### config.mk
export PLATFORM = sky130hd
export DESIGN_NAME = bird_physics_flat
export DESIGN_NICKNAME = d
export VERILOG_FILES = /design/src/rtl/bird_physics_if.sv /design/src/rtl/bird_physics.sv /design/src/flat_wrapper.sv
export SDC_FILE = /design/constraint.sdc
export NUM_CORES = 1
export LEC_CHECK = 0
export CORE_UTILIZATION = 60
export DETAILED_ROUTE_END_ITERATION = 7
export GPL_TIMING_DRIVEN = 0
export MAX_ROUTING_LAYER = met4
export PLACE_DENSITY = 0.81
export SYNTH_ARGS = -nofsm -noshare
export SYNTH_HDL_FRONTEND = slang
export SYNTH_SLANG_ARGS = --single-unit
### constraint.sdc
create_clock -name Clk -period 5.25 [get_ports Clk]
set_input_delay 1.3125 -clock Clk [delete_from_list [all_inputs] [get_ports Clk]]
set_output_delay 1.3125 -clock Clk [all_outputs]
set_load 0.005 [all_outputs]
### src/rtl/bird_physics_if.sv
// Bird physics control inputs (vsync, key level, restart) and sprite/state outputs.
// The master drives the inputs; the physics engine sits on the slave side.
interface bird_physics_if;
    logic        frame_vs;
    logic        press;
    logic        start;
    logic [10:0] BirdY;
    logic        flying;
    logic        dead;

    modport master (
        output frame_vs, press, start,
        input  BirdY, flying, dead
    );

    modport slave (
        input  frame_vs, press, start,
        output BirdY, flying, dead
    );
endinterface

### src/rtl/bird_physics.sv
// Per-frame gravity/flap integrator for the bird sprite, fixed-point 11.4 position.
// Latency: outputs update on the first Clk edge after the vsync falling-edge cycle.
// No backpressure: inputs are sampled every cycle and outputs are plain registers.
module bird_physics #(
    parameter int START_Y  = 240,
    parameter int FLOOR_Y  = 440,
    parameter int GRAVITY  = 6,
    parameter int FLAP_V   = 96,
    parameter int MAX_FALL = 128
) (
    input  logic          Clk,
    input  logic          Reset_n,
    bird_physics_if.slave bus
);

    typedef enum logic [1:0] {IDLE, FLY, DEAD} state_t;

    localparam logic        [14:0] START_POS = 15'(START_Y * 16);
    localparam logic        [14:0] FLOOR_POS = 15'(FLOOR_Y * 16);
    localparam logic signed [15:0] FLOOR_CMP = 16'(FLOOR_Y * 16);
    localparam logic signed [10:0] GRAV_W    = 11'(GRAVITY);
    localparam logic signed [10:0] MAXF_W    = 11'(MAX_FALL);
    localparam logic signed [9:0]  MAXF_V    = 10'(MAX_FALL);
    localparam logic signed [9:0]  FLAP_NEG  = 10'(-FLAP_V);

    state_t             state, state_nxt;
    logic        [14:0] pos, pos_nxt;
    logic signed [9:0]  vel, vel_nxt;
    logic               flap_pending, pend_nxt;
    logic               press_q, vs_q;

    logic               frame_tick, flap_edge;
    logic signed [10:0] vel_sum;
    logic signed [9:0]  v_new;
    logic signed [15:0] p_new;

    assign frame_tick = vs_q & ~bus.frame_vs;
    assign flap_edge  = ~press_q & bus.press;

    // Gravity is added in 11 bits so the clamp sees the true sum before truncation.
    assign vel_sum = {vel[9], vel} + GRAV_W;
    assign v_new   = (flap_pending | flap_edge) ? FLAP_NEG
                   : (vel_sum > MAXF_W) ? MAXF_V : vel_sum[9:0];
    assign p_new   = $signed({1'b0, pos}) + $signed({{6{v_new[9]}}, v_new});

    always_comb begin
        state_nxt = state;
        pos_nxt   = pos;
        vel_nxt   = vel;
        pend_nxt  = flap_pending;
        case (state)
            IDLE: begin
                pos_nxt  = START_POS;
                vel_nxt  = '0;
                pend_nxt = 1'b0;
                if (!bus.start && flap_edge) begin
                    state_nxt = FLY;
                    pend_nxt  = 1'b1;
                end
            end
            FLY: begin
                if (bus.start) begin
                    state_nxt = IDLE;
                    pos_nxt   = START_POS;
                    vel_nxt   = '0;
                    pend_nxt  = 1'b0;
                end else if (frame_tick) begin
                    pend_nxt = 1'b0;
                    if (p_new < 0) begin
                        pos_nxt = '0;
                        vel_nxt = '0;
                    end else if (p_new >= FLOOR_CMP) begin
                        pos_nxt   = FLOOR_POS;
                        vel_nxt   = '0;
                        state_nxt = DEAD;
                    end else begin
                        pos_nxt = p_new[14:0];
                        vel_nxt = v_new;
                    end
                end else if (flap_edge) begin
                    pend_nxt = 1'b1;
                end
            end
            DEAD: begin
                if (bus.start) begin
                    state_nxt = IDLE;
                    pos_nxt   = START_POS;
                    vel_nxt   = '0;
                    pend_nxt  = 1'b0;
                end
            end
            default: state_nxt = IDLE;
        endcase
    end

    // press_q resets high so a key already held at reset release is not a flap.
    always_ff @(posedge Clk or negedge Reset_n) begin
        if (!Reset_n) begin
            state        <= IDLE;
            pos          <= START_POS;
            vel          <= '0;
            flap_pending <= 1'b0;
            press_q      <= 1'b1;
            vs_q         <= 1'b1;
        end else begin
            state        <= state_nxt;
            pos          <= pos_nxt;
            vel          <= vel_nxt;
            flap_pending <= pend_nxt;
            press_q      <= bus.press;
            vs_q         <= bus.frame_vs;
        end
    end

    assign bus.BirdY  = pos[14:4];
    assign bus.flying = (state == FLY);
    assign bus.dead   = (state == DEAD);

endmodule

### src/flat_wrapper.sv
// flat-port wrapper written by rule: the top's interface ports become plain ports
module bird_physics_flat 
#(
    parameter int START_Y  = 240,
    parameter int FLOOR_Y  = 440,
    parameter int GRAVITY  = 6,
    parameter int FLAP_V   = 96,
    parameter int MAX_FALL = 128
)
  (Clk, Reset_n, bus_frame_vs, bus_press, bus_start, bus_BirdY, bus_flying, bus_dead);
  bird_physics_if bus_i ();
  input  logic Clk;
  input  logic Reset_n;
  input wire logic [$bits(bus_i.frame_vs)-1:0] bus_frame_vs;
  input wire logic [$bits(bus_i.press)-1:0] bus_press;
  input wire logic [$bits(bus_i.start)-1:0] bus_start;
  output wire logic [$bits(bus_i.BirdY)-1:0] bus_BirdY;
  output wire logic [$bits(bus_i.flying)-1:0] bus_flying;
  output wire logic [$bits(bus_i.dead)-1:0] bus_dead;
  assign bus_i.frame_vs = bus_frame_vs;
  assign bus_i.press = bus_press;
  assign bus_i.start = bus_start;
  assign bus_BirdY = bus_i.BirdY;
  assign bus_flying = bus_i.flying;
  assign bus_dead = bus_i.dead;
  bird_physics #(.START_Y(START_Y), .FLOOR_Y(FLOOR_Y), .GRAVITY(GRAVITY), .FLAP_V(FLAP_V), .MAX_FALL(MAX_FALL)) u_core (.Clk(Clk), .Reset_n(Reset_n), .bus(bus_i));
endmodule
Word level (Yosys, flattened, before mapping)
Index checks and enable logic that the tools add are counted.

cells by class
  eq/ne operators = 8
  reductions and logical operators = 7
  add/sub/neg operators = 2
  multiplexer cells = 27
  magnitude comparators = 3
  bitwise operators = 5

operators by type and width
  kind                   count
  $mux 15                5
  $mux 10                7
  $pmux 15 s3            1
  $pmux 10 s3            1
  $add 16x10->16         1
  $ge 16x14->1 const B   1
  $lt 16x1->1 const B    1
  $mux 2                 6
  $add 10x4->11 const B  1
  $gt 11x9->1 const B    1
  $ne 3x2->1 const B     2
  $pmux 2 s3             1
  $reduce_and 3->1       2
  $mux 1                 5
  $reduce_and 5->1       1
  $ne 4x2->1 const B     1
  $ne 3x3->1 const B     1
  $pmux 1 s3             1
  $reduce_bool 3->1      1
  $and 1x1->1            2
  $eq 2x1->1 const B     1
  $eq 2x2->1 const B     1
  $logic_not 2->1        1
  $ne 2x1->1 const B     1
  5 further kinds        6

storage, ports and cells
  output and inout port bits = 13
  word-level logic and storage cells = 58
  bits of input ports = 5
  flip-flop bits (word level) = 30

Longest topological paths before layout
Gate-level depths: netlist (run 1).

  depth in word-level cells = 11
  mapped depth = 22
  gate-level depth less buffers = 21

Worst setup path before layout (run 1)
No wires, ideal clock.

  path kind = input to register
  from = input port bus_press
  to = register u_core.state[0]
  setup time = 125 ps
  stages on the path = 16
  arrival = 4326 ps
  path slack = 799 ps
  required time = 5125 ps
  cell sequence = nand2b_1 -> and2_1 -> nand2b_1 -> nor2_1 -> ha_1 -> inv_1 -> fa_1 -> nor2b_1 -> o2111ai_1 -> a31oi_1 -> a2111oi_0 -> nor3_1 -> a211oi_2 -> o2111a_1 -> o31a_1 -> mux2_4

between the ends
  cells in the longest elaborated chain, start to end = 7
  elaborated cells between the ends (all ways) = 11
  classes of those cells = add/sub (1); order compare (2); eq/ne (3); mux (1); bitwise (2); reduce/logical (2)

RTL lines
  what                                                              RTL line                                source
  start, declared                                                   flat_wrapper.sv:15                      input wire logic [$bits(bus_i.press)-1:0] bus_press;
  $and 1x1->1 *                                                     bird_physics.sv:38                      assign flap_edge = ~press_q & bus.press;
  $or 1x1->1                                                        bird_physics.sv:42                      assign v_new = (flap_pending | flap_edge) ? FLAP_NEG
  $mux 10                                                           bird_physics.sv:42
  $add 16x10->16                                                    bird_physics.sv:44                      assign p_new = $signed({1'b0, pos}) + $signed({{6{v_new[9]}}, v_new});
  $lt 16x1->1 / $ge 16x14->1 (equally long branches)                bird_physics.sv:69, bird_physics.sv:72
  $ne 3x3->1 (no source line) / $ne 3x2->1 (equally long branches)  --
  $reduce_and 5->1 (no source line) *                               --
  end signal, assigned                                              bird_physics.sv:106                     state <= state_nxt;
  end, declared                                                     bird_physics.sv:26                      state_t state, state_nxt;

Mark *: on every way between the ends. The rest lies on a longest branch, timed or not.
A chain may end at the register's enable or synchronous reset.

Worst setup path in the final report (run 1)
  from = input port bus_press
  to = register u_core.vel[9]

between the ends
  cells in the longest elaborated chain, start to end = 10
  elaborated cells between the ends (all ways) = 11
  classes of those cells = add/sub (1); order compare (2); mux (6); bitwise (2)

RTL lines
  what                  RTL line             source
  $and 1x1->1 *         bird_physics.sv:38
  $or 1x1->1 *          bird_physics.sv:42
  $mux 10 *             bird_physics.sv:42
  $add 16x10->16        bird_physics.sv:44
  $ge 16x14->1          bird_physics.sv:72   end else if (p_new >= FLOOR_CMP) begin
  $mux 10               bird_physics.sv:72
  $mux 10 *             bird_physics.sv:69   if (p_new < 0) begin
  $mux 10 *             bird_physics.sv:67   end else if (frame_tick) begin
  $mux 10 *             bird_physics.sv:62   if (bus.start) begin
  $pmux 10 s3 *         bird_physics.sv:51   case (state)
  end signal, assigned  bird_physics.sv:108  vel <= vel_nxt;
  end, declared         bird_physics.sv:28   logic signed [9:0] vel, vel_nxt;

Mark *: on every way between the ends. The rest lies on a longest branch, timed or not. The select of a mux whose other input is x is not followed.

==> flow_summary.json, run 1 <==
{
  "port_buffers": 17,
  "core_area_um2": 4380,
  "synth.most_common_cell": "nand2_1",
  "power_density_nw_per_um2": 507,
  "arrival_ns": 5.23,
  "grt.overflow.total": 0,
  "synth_compound_area_share_pct": 28.8,
  "rrSetupSlack_ns": 0.39,
  "netlist_area_um2": 2740,
  "period_needed_ns": 5.06,
  "ir_worst_vdd_mv": 0.329,
  "drive_gt1_share_pct": 17.7,
  "grt_pass1_wl_um": 11200,
  "crit_chain": "clkdlybuf4s50_1, nand2b_1, and2_2, nand2b_4, nor2_1, ha_1, inv_1, fa_1, nor2b_2, o2111ai_4, nand4_1, buf_4, a2111oi_4, o21bai_1, xnor2_2, o2111ai_4, nand3_1, o32ai_1",
  "drtAntennaViolNets": 0,
  "clk_pin_slew_ns": 0.07,
  "slowest_delay_ns": 0.48,
  "min_period_over_period_pct": 96.3,
  "dpl.hpwl_um": 4890,
  "vias_per_cell": 6.55,
  "grt_usage_pct": 30.3,
  "placedCellCount": 381,
  "final-hold-violation-count": 0,
  "dieWidth_um": 69.6,
  "fp.dieH_um": 69.6,
  "setup_viol": 0,
  "dr.pass1.iters": 7,
  "syn_to_final_growth_pct": 19.7,
  "cp_common_cell": "o2111ai_4",
  "wirelength_um": 7110,
  "grt_max_degree": 31,
  "ys_ff_latch": 30,
  "critPathMaxFanout": 8,
  "synthTopCellsByArea": "dfrtp_1 22%, ha_1 9.1%, dfstp_2 5.7%",
  "synth_top_family_by_area": "compound AO/OA/AOI/OAI gates",
  "cts_tree": "built",
  "netlist_top_cells_count": "25 x nand2_1, 24 x dfrtp_1, 20 x ha_1",
  "rows": 24,
  "place_congestion": 0.880,
  "fin_cells": 396,
  "synthCells": 312,
  "nets": 369,
  "async_flop_share_pct": 100,
  "slew_headroom_pct": 44.0,
  "worst_pin_slew_ns": 0.835,
  "antenna_found_initial": 0,
  "diodes": 0,
  "yosysWarnings": 0,
  "cts.sinks": 30,
  "synth_nets": 338,
  "cp_slowest_cell": "clkdlybuf4s50_1",
  "htreeDepth": 2,
  "leakagePower_nw": 1.41,
  "maxCapViolCount": 0,
  "start_kind": "input port",
  "critPathCaptureType": "flop",
  "avgSynthCellArea_um2": 8.79,
  "yosys.area.top_type": "dfrtp_1",
  "wire_per_inst_um": 18.0,
  "ios": 18,
  "synth_mux_area_share_pct": 1.69,
  "synthAdderAreaFrac_pct": 10.3,
  "clock_path_buffers": 2,
  "start_util_pct": 62.6,
  "holdWs_ns": 0.464,
  "drc": 0,
  "seqCellArea_um2": 758,
  "status": "finished clean",
  "synth-simple-area-share_pct": 20.5,
  "postCtsHoldBufs": 0,
  "synth_top_area_share_pct": 21.9,
  "total_power_mw": 1.67,
  "synthFlopType": "dfrtp_1",
  "worstHoldPathType": "flop to flop",
  "worstPathRequired_ns": 5.42,
  "synth-edff-count": 0,
  "clk_latency_ns": 0.29,
  "seq_area_frac_synth_pct": 27.6,
  "synth-xor-area-share_pct": 4.15,
  "path_class": "input port to flop",
  "vias": 2592,
  "cts_buffers": 5,
  "slew_violations": 0,
  "clock.fmax_mhz": 198,
  "num-fill-cells": 304,
  "netlist-cell-type-count": 68,
  "finClkSkew_ns": 0.0124,
  "drt_iter0_markers": 190,
  "grt_pass1_vias": 2432,
  "cts_root_buf": "clkbuf_8",
  "fp.dieArea_um2": 4850,
  "multi_input_area_um2": 1910
}
==> power by group <==
part	switching, mW	internal (mW)	leakage [nW]
logic	0.610	0.458	0.943
clock network	0.0934	0.202	0.0714
registers	0.0292	0.272	0.394
==> path summary, 6_finish.rpt <==
check                           cells after the start               to           from
worst min register to register                      2    u_core.pos[9]  u_core.pos[9]
worst max register to register                     23    u_core.vel[3]  u_core.vel[2]
max in group asynchronous                           1  u_core.state[1]        Reset_n
worst max-delay path                               18    u_core.vel[9]      bus_press
worst min-delay path                                2    u_core.pos[9]  u_core.pos[9]
min in group asynchronous                           1    u_core.vel[6]        Reset_n
==> cell families after synthesis <==
family          Yosys count
xor+xnor                 13
flops                    30
simple gates            101
mux                       4
buf+inv                  38
compound gates          104
fa+ha+maj                22
==> flip-flops by register name (all words and copies together), names as in the netlist <==
signal,count
u_core.flap_pending,1
u_core.pos,15
u_core.press_q,1
u_core.state,2
u_core.vel,10
u_core.vs_q,1
==> area by class of cell <==
type | count | area share [%]
plain buffers | 20 | 3.77
clock buffers | 6 | 2.51
clock inverters | 2 | 1.83
inverters | 18 | 2.06
multi-input cells | 244 | 58.1
flip-flops and latches | 30 | 23.1
well taps | 52 | 1.98
repair buffers | 24 | 6.63
==> worst max-delay path: cells and delay by family <==
kind	cells	cell delay [ns]
AO/OA/AOI/OAI	5	1.58
AND/OR/NAND/NOR	7	0.95
buffers and inverters	3	0.75
adder cells (fa/ha/maj)	2	0.43
XOR/XNOR	1	0.19
==> per-layer routing <==
layer	wire length, um	vias up	track usage [%]
met2	3340	95	46.7
met3	353	21	6.10
met4	208	0	13.3
met1	3210	1257	38.7
li1	-	1219	-
met5	0	-	-
==> timing repair <==
item                                    in CTS  in global routing
endpoints found under the setup margin      23                 23
gates resized for setup                      6                 14
pin swaps                                    2                  3
setup buffers                                3                  4
==> cell usage in the layout (no fill, tap or decap), types with 3 or more instances in the layout <==
master / count
nor2_1: 15
a22o_1: 8
a31oi_1: 5
xor2_1: 3
o31a_1: 3
o211a_1: 3
clkbuf_1: 6
nand2b_1: 10
a21oi_1: 18
a211oi_1: 3
a41oi_1: 3
nand2_1: 25
clkdlybuf4s50_1: 16
o32ai_1: 4
dfrtp_1: 24
ha_1: 20
dfstp_2: 6
o21ai_0: 15
buf_4: 20
or3_1: 4
a21o_1: 6
nand3_1: 6
xnor2_1: 9
and2_1: 8
inv_1: 18
clkbuf_8: 6
nor3_1: 9
or2_2: 3
nor2b_1: 4
o21a_1: 4
==> through the flow <==
stage / TNS, ns / utilization (%) / cell area, um2 / setup WS (ns)
CTS: 0 / 72.7 / 3190 / 0.0598
floorplan: 0 / - / 2740 / 0.799
global placement: -8.51 / 68.0 / 2980 / -0.537
global route: -0.00918 / 74.9 / 3290 / -0.00602
finish: 0 / 74.9 / 3290 / 0.193
detailed placement: -10.16 / 67.8 / 2970 / -0.622
No activity file was read; power rests on OpenSTA's default activity.
==> inputs of run 2 (changes only) <==
--- a/config.mk
+++ b/config.mk
@@ -5,11 +5,10 @@
 export SDC_FILE = /design/constraint.sdc
 export NUM_CORES = 1
 export LEC_CHECK = 0
-export CORE_UTILIZATION = 60
+export CORE_UTILIZATION = 65
 export DETAILED_ROUTE_END_ITERATION = 7
-export GPL_TIMING_DRIVEN = 0
 export MAX_ROUTING_LAYER = met4
-export PLACE_DENSITY = 0.81
+export PLACE_DENSITY = 0.87
 export SYNTH_ARGS = -nofsm -noshare
 export SYNTH_HDL_FRONTEND = slang
 export SYNTH_SLANG_ARGS = --single-unit
==> constraint.sdc (replaced) <==
create_clock -name Clk -period 6.07 [get_ports Clk]
set_input_delay 1.5175 -clock Clk [delete_from_list [all_inputs] [get_ports Clk]]
set_output_delay 1.5175 -clock Clk [all_outputs]
set_load 0.005 [all_outputs]
==> run 2 against run 1 <==
Compared with the run above: cell count fell by 6.6%; sequential share of layout area is 2.5 points higher; combinational power is 27% lower; critical endpoint is now u_core.pos[6]; sequential power decreased by 12%.
==> flow_summary.json, run 2 (synthesized netlist as in run 1, its figures left out) <==
{
  "status": "finished clean",
  "place_congestion": 0.927,
  "nets": 345,
  "drc": 0,
  "critPathMaxFanout": 10,
  "drtAntennaViolNets": 0,
  "port_buffers": 17,
  "rsz0062_at_grt": "no",
  "fin_cells": 370,
  "worstHoldPathType": "flop to flop",
  "slew_violations": 0,
  "clk_pin_slew_ns": 0.07,
  "grt.overflow.total": 0,
  "leakagePower_nw": 1.28,
  "path_class": "input port to flop",
  "cp_slowest_cell": "o2111ai_2",
  "holdWs_ns": 0.490,
  "vias": 2443,
  "worst_pin_slew_ns": 0.669,
  "power_density_nw_per_um2": 410,
  "dieWidth_um": 67.0,
  "cp_common_cell": "nand2b_1",
  "fp.dieArea_um2": 4480,
  "drt_iter0_markers": 196,
  "period_needed_ns": 5.54,
  "drive_gt1_share_pct": 10.0,
  "cts.sinks": 30,
  "setup_ws_ns": 0.534,
  "clk_latency_ns": 0.28,
  "syn_to_final_growth_pct": 8.12,
  "clock.fmax_mhz": 181,
  "clock_path_buffers": 2,
  "layout_commonest_cell": "nand2_1",
  "final_cell_mix": "25 x nand2_1, 24 x dfrtp_1, 20 x ha_1",
  "vias_per_cell": 6.60,
  "crit_chain": "clkdlybuf4s50_1, nand2b_1, and2_1, nand2b_1, nor2_1, ha_1, inv_1, fa_1, nor2b_1, o2111ai_1, a31oi_1, a2111oi_0, nor3_1, a211oi_2, o2111ai_2, nand4_2, o311ai_1",
  "critPathCaptureType": "flop",
  "cts_buffers": 5,
  "dpl.hpwl_um": 4860,
  "post_cts_buffers": 0,
  "dr.pass1.iters": 4,
  "start_util_pct": 68.1,
  "wirelength_um": 6560,
  "arrival_ns": 5.72,
  "cts_root_buf": "clkbuf_8",
  "rows": 23,
  "cts_resized": 0,
  "grt_max_degree": 31,
  "grt_usage_pct": 32.7,
  "fin_tns_setup_ns": 0,
  "worstPathRequired_ns": 6.25,
  "ios": 18,
  "diodes": 0,
  "maxCapViolCount": 0,
  "core_area_um2": 4030,
  "reg_top3": "u_core.pos: 15 flops, u_core.vel: 10 flops, u_core.state: 2 flops",
  "grt_pass1_vias": 2318,
  "finClkSkew_ns": 0.00689,
  "final-hold-violation-count": 0,
  "wire_per_inst_um": 17.7,
  "fp.dieH_um": 67.0,
  "antenna_found_initial": 0,
  "start_kind": "input port",
  "setup_viol": 0,
  "grt_pass1_wl_um": 10700,
  "postCtsHoldBufs": 0,
  "slew_headroom_pct": 55.0,
  "cts_tree": "built",
  "htreeDepth": 2,
  "min_period_over_period_pct": 91.2,
  "regMostFlops": "u_core.pos",
  "placedCellCount": 362,
  "largest_reg_flops": 15,
  "dp_slack_ns": 0.299,
  "slowest_delay_ns": 0.46,
  "ir_worst_vdd_mv": 0.278
}
-- run 2: cell count changes in the layout (fill, tap and decap cells not counted), moves of 2 or more --
cell       change
buf_4         -17
clkbuf_1       -5
a211oi_4       -2
bufinv_16      -2
o2111ai_4      -2
-- run 2: final cells by class --
type                    instances  area, um2
clock inverters                 1       5.00
repair buffers                 20        193
flip-flops and latches         30        758
multi-input cells             244       1790
fillers                       306       1060
inverters                      18       67.6
well taps                      50       62.6
clock buffers                   7       86.3
-- run 2: worst max-delay path: cells and delay by family --
family          cells  cell delay (ns)
buf+inv             2             0.49
fa+ha+maj           2             0.61
compound gates      6             1.56
simple gates        7             1.53
-- run 2: metrics by stage --
stage | instance area, um2 | utilization (%) | power [mW]
floorplan | 2740 | - | 0.857
global placement | 2880 | 71.4 | 1.00
detailed placement | 2880 | 71.4 | 1.02
CTS | 2970 | 73.6 | 1.20
global route | 2970 | 73.6 | 1.30
finish | 2970 | 73.6 | 1.22
-- run 2: layer usage --
metal / track usage, % / part of all wire, % / wire length [um]
met3: 4.79 / 3.9 / 255
met5: - / 0 / 0
met1: 42.4 / 48 / 3120
met4: 13.8 / 2.3 / 148
met2: 50.5 / 46 / 3040
-- run 2: final timing paths --
kind,start,to,slack (ns),cells after the start
max,bus_press,u_core.pos[6],0.53,17
min,u_core.pos[9],u_core.pos[9],0.49,2
max reg2reg,u_core.vel[1],u_core.pos[6],0.81,21
min reg2reg,u_core.pos[9],u_core.pos[9],0.49,2
max in group asynchronous,Reset_n,u_core.pos[9],4.10,2
min in group asynchronous,Reset_n,u_core.pos[13],1.64,2
-- run 2: where the power goes --
part | switching (mW) | leakage, nW | internal, mW
logic | 0.467 | 0.835 | 0.310
registers | 0.0303 | 0.394 | 0.236
clock network | 0.0818 | 0.0482 | 0.0916
total | 0.580 | 1.28 | 0.637
==> inputs of run 3 (changes only) <==
--- a/config.mk
+++ b/config.mk
@@ -6,6 +6,7 @@
 export NUM_CORES = 1
 export LEC_CHECK = 0
 export CORE_UTILIZATION = 65
+export CTS_CLUSTER_DIAMETER = 40
 export DETAILED_ROUTE_END_ITERATION = 7
 export MAX_ROUTING_LAYER = met4
 export PLACE_DENSITY = 0.87
==> results of run 3 <==
The final DEF is identical to that of run 2; final timing and power are the same.
